File: config.mk
export PLATFORM = sky130hd
export DESIGN_NAME = data_split
export DESIGN_NICKNAME = d
export VERILOG_FILES = /design/src/rtl/data_split.sv
export SDC_FILE = /design/constraint.sdc
export NUM_CORES = 1
export LEC_CHECK = 0
export CAP_MARGIN = 20
export CORE_MARGIN = 4
export CORE_UTILIZATION = 55
export CTS_CLUSTER_DIAMETER = 150
export DETAILED_ROUTE_END_ITERATION = 8
export PLACE_DENSITY = 0.93
export SETUP_SLACK_MARGIN = 0.02
export SKIP_CTS_REPAIR_TIMING = 1
export SLEW_MARGIN = 5
export SYNTH_ARGS = -nofsm -noshare
export SYNTH_HDL_FRONTEND = slang
export SYNTH_SLANG_ARGS = --single-unit
File: constraint.sdc
create_clock -name clk -period 3.3 [get_ports clk]
set_input_delay 0.495 -clock clk [delete_from_list [all_inputs] [get_ports clk]]
set_output_delay 0.495 -clock clk [all_outputs]
set_load 0.005 [all_outputs]
File: src/rtl/data_split.sv
// rtl/data_split.sv - wide-word to DW-bit beat serializer (DATA_SPLIT_MSB_FIRST_EN selects MSB-slice-first order)
module data_split #(
  parameter int DW = 8,
  parameter int NB = 4
) (
  input  logic               clk,
  input  logic               rst_n,
  input  logic [DW*NB-1:0]   data_in,
  input  logic               valid_a,
  output logic               ready_a,
  output logic               valid_b,
  input  logic               ready_b,
  output logic [DW-1:0]      data_out,
  output logic               last_b
);

  localparam int CW = $clog2(NB);
  localparam logic [CW-1:0] LAST = CW'(NB - 1);

  typedef enum logic {IDLE, SEND} state_t;

  state_t            state, state_nxt;
  logic [CW-1:0]     cnt, cnt_nxt;
  logic [DW*NB-1:0]  hold, hold_nxt;
  logic [DW-1:0]     dout, dout_nxt;

  // Pick beat k of a word in the configured slice order.
  function automatic logic [DW-1:0] beat(input logic [DW*NB-1:0] w, input logic [CW-1:0] k);
    int idx;
`ifdef DATA_SPLIT_MSB_FIRST_EN
    idx = NB - 1 - int'(k);
`else
    idx = int'(k);
`endif
    return w[DW*idx +: DW];
  endfunction

  // State, counter, holding word and presented beat; reset clears everything at once.
  always_ff @(posedge clk or negedge rst_n) begin
    if (!rst_n) begin
      state <= IDLE;
      cnt   <= '0;
      hold  <= '0;
      dout  <= '0;
    end else begin
      state <= state_nxt;
      cnt   <= cnt_nxt;
      hold  <= hold_nxt;
      dout  <= dout_nxt;
    end
  end

  // Next state: accept in IDLE, step through beats in SEND, reload on the last beat if a word waits.
  always_comb begin
    state_nxt = state;
    cnt_nxt   = cnt;
    hold_nxt  = hold;
    dout_nxt  = dout;
    ready_a   = 1'b0;
    case (state)
      IDLE: begin
        ready_a = 1'b1;
        if (valid_a) begin
          state_nxt = SEND;
          cnt_nxt   = '0;
          hold_nxt  = data_in;
          dout_nxt  = beat(data_in, '0);
        end
      end
      SEND: begin
        if (ready_b) begin
          if (cnt != LAST) begin
            cnt_nxt  = cnt + 1'b1;
            dout_nxt = beat(hold, cnt + 1'b1);
          end else begin
            ready_a = 1'b1;
            if (valid_a) begin
              cnt_nxt  = '0;
              hold_nxt = data_in;
              dout_nxt = beat(data_in, '0);
            end else begin
              state_nxt = IDLE;
            end
          end
        end
      end
      default: state_nxt = IDLE;
    endcase
  end

  assign valid_b  = (state == SEND);
  assign last_b   = valid_b && (cnt == LAST);
  assign data_out = dout;

endmodule

==> impl_results.md <==
* Status: finished clean
* WP data arrival at 2.07 ns
* Initial Util at 58.8%
* CTS tree: done
* H-tree depth at 2
* CP Data Required Time at 2.80 ns
* Via count at 1436
* Detailed Place HPWL at 3080 µm
* Pre-CTS setup slack at 0.807 ns
* Initial antenna violation count at 0
* Final Slew Violations at 0
* Die footprint at 0.00515 mm²
* Commonest non-fill, non-tap cell in the layout: clkdlybuf4s50_1
* Syn nets at 201
* GRT overflow at 0
* Sequential-to-total area share from yosys stat at 48.2%
* Largest net degree at the start of global routing at 44
* PwrDens at 872 mW/mm²
* Port Buf Inserts at 46
* DRT Pass-1 Iters at 4
* Hold Vio Cnt, Final at 0
* Final WS setup at 0.735 ns
* Drt first-iter violations at 131
* # setup viols final at 0
* DRT Wirelength at 4530 µm
* YS warnings at 0
* CP Capture Type: output pin
* GRT Total Usage at 19.3%
* Flop pwr share at 41.9%
* Switching pwr at 0.000742 W
* Vias/cell at 5.65
* First-pass GRT wire length at 7560 µm
* Chip Width at 71.7 µm
* Critical path buffers and inverters at 1
* Sw frac at 30.7%
* Clk slew on worst S/H paths at 0.08 ns
* Floorplan core area at 0.00380 mm²
* Routability cong. at 0.752
* Startpoint types: flop
* Tcrit/Tclk final at 77.7%
* Nets at 243
* Min Tclk post-route at 2.56 ns
* Clk pwr share at 13.5%
* Mapped Cells at 163
* CP max-delay cell: dfrtp_1
* Synthesized area at 0.00223 mm²
* Vias in the first global route at 1479
* Tightest Pin Transition at 0.940 ns
* Diode count at 0
* Max-cap violations at 0
* Chip height at 71.7 µm
* Clk_lat worst skew at 0.30 ns
* Fin Setup TNS at 0 ns
* CTS Root Cell: clkbuf_8
* Pwr Total at 0.00242 W
* Critical Path Max Stage Delay at 0.81 ns
* Row count at 22
* Most frequent cells in the layout: clkdlybuf4s50_1 (45), dfrtp_1 (43), mux2_4 (30)
* Routed len/inst at 17.8 µm
* P&R area growth vs syn at 23.9%
* Pleak at 1.26 nW
* Internal power at 0.00167 W
* Relative slew margins at 37.3%
* Num ports at 47
* CTS sink cnt at 43
* Max Clk Rate at 0.390 GHz
* Crit-path max FO at 12
* CP cell instances: ha_1 > nand2_1 > nand2_1 > clkdlybuf4s50_1
* Drt drc at 0
* Maximum vdd ir drop at 452 µV
* Crit Path Class: flop to output pin
* Clk buf depth at 2
* Combinational share of power at 44.6%
* Crit-path leading delay family: flip-flops
* Post-route ant nets at 0
* Hold Path Class: input port to async pin
* Layout cell share with drive strength beyond 1 at 24.3%
* Syn Area/Cell at 13.7 µm²
* RSZ-0062 raised after global routing: false
* Library cells used by synthesis at 28
* Total CTS buffers at 5
* Flops & latches, synth at 43
* Worst Skew at 0.00423 ns
* CP most frequent cell: nand2_1
## registers in the layout, indices dropped and copies added (netlist names)
signal and flops:
hold 32, valid_b 1, cnt 2, data_out 8
## metrics by stage
step | utilization [%] | cells | area [µm²] | hold WS (ns)
2_1_floorplan | - | 163 | 2230 | 0.199
3_5_place_dp | 70.7 | 246 | 2690 | 0.481
3_3_place_gp | 70.7 | 246 | 2690 | 0.472
6_report | 72.9 | 254 | 2770 | 0.335
4_1_cts | 72.9 | 254 | 2770 | 0.366
5_1_grt | 72.9 | 254 | 2770 | 0.414
## worst paths after layout
check | from | to | slack (ns) | cells past startpoint
worst min register to register | hold[18] | hold[18] | 0.49 | 1
worst max register to register | cnt[0] | hold[19] | 1.10 | 4
worst max-delay path | cnt[0] | ready_a | 0.74 | 4
min in group clk | hold[18] | hold[18] | 0.49 | 1
max in group asynchronous | rst_n | hold[12] | 2.38 | 1
worst min-delay path | rst_n | hold[27] | 0.34 | 1
## cells in the mapped netlist (all sizes together)
cell type | count | area (µm²)
dfrtp | 43 | 1080
mux2 | 32 | 473
nor2b | 10 | 62.6
buf | 9 | 65.1
mux4 | 8 | 180
o21ai | 8 | 40.0
nand3 | 7 | 35.0
nor2 | 7 | 26.3
o21a | 7 | 52.6
o2bb2ai | 7 | 61.3
clkbuf | 4 | 15.0
nand2 | 4 | 15.0
inv | 3 | 11.3
a22o | 2 | 17.5
ha | 2 | 25.0
nand2b | 2 | 12.5
a21bo | 1 | 16.3
a21o | 1 | 7.51
a21oi | 1 | 5.00
a2bb2oi | 1 | 8.76
a31oi | 1 | 6.26
and2 | 1 | 6.26
mux2i | 1 | 10.0
o22ai | 1 | 6.26
## worst register-to-register path: stages (launching register included)
cell,delay [ns]
dfrtp_1,0.64
ha_1,0.36
nand2_1,0.10
a21bo_4,0.57
mux2_1,0.41
## kinds of logic after synthesis
group                      share of synthesized area (%)
DFF                                                 48.2
adders and majority gates                           1.12
and+or+nand+nor                                     7.05
AOI/OAI and AO/OA                                   9.91
muxes                                               29.7
buffers and inverters                               4.09
## area by class of cell
type | instances | area, µm²
multi-input cells | 104 | 1070
clock inverters | 3 | 15.0
clock buffers | 5 | 68.8
well taps | 48 | 60.1
flip-flops and latches | 43 | 1080
inverters | 3 | 11.3
fillers | 252 | 1030
repair buffers | 48 | 470
## routing by layer
metal | global-route usage, % | routed length, µm | part of all wire (%) | vias to the layer above
met3 | 6.03 | 200 | 4.4 | 6
met1 | 25.6 | 1920 | 42 | 732
met2 | 30.7 | 2350 | 52 | 30
li1 | - | - | - | 668
met5 | 0 | 0 | 0 | -
met4 | 5.01 | 55 | 1.2 | 0
## power groups by stage
stage	Combinational (W)	Clock, W	Sequential (W)
floorplan	0.000855	0	0.000917
global placement	0.00104	0	0.000991
detailed placement	0.00108	0	0.00102
CTS	0.00109	0.000332	0.00101
global route	0.00117	0.000356	0.00105
finish	0.00108	0.000326	0.00101
Note: power is estimated with default switching activity, not from simulation.
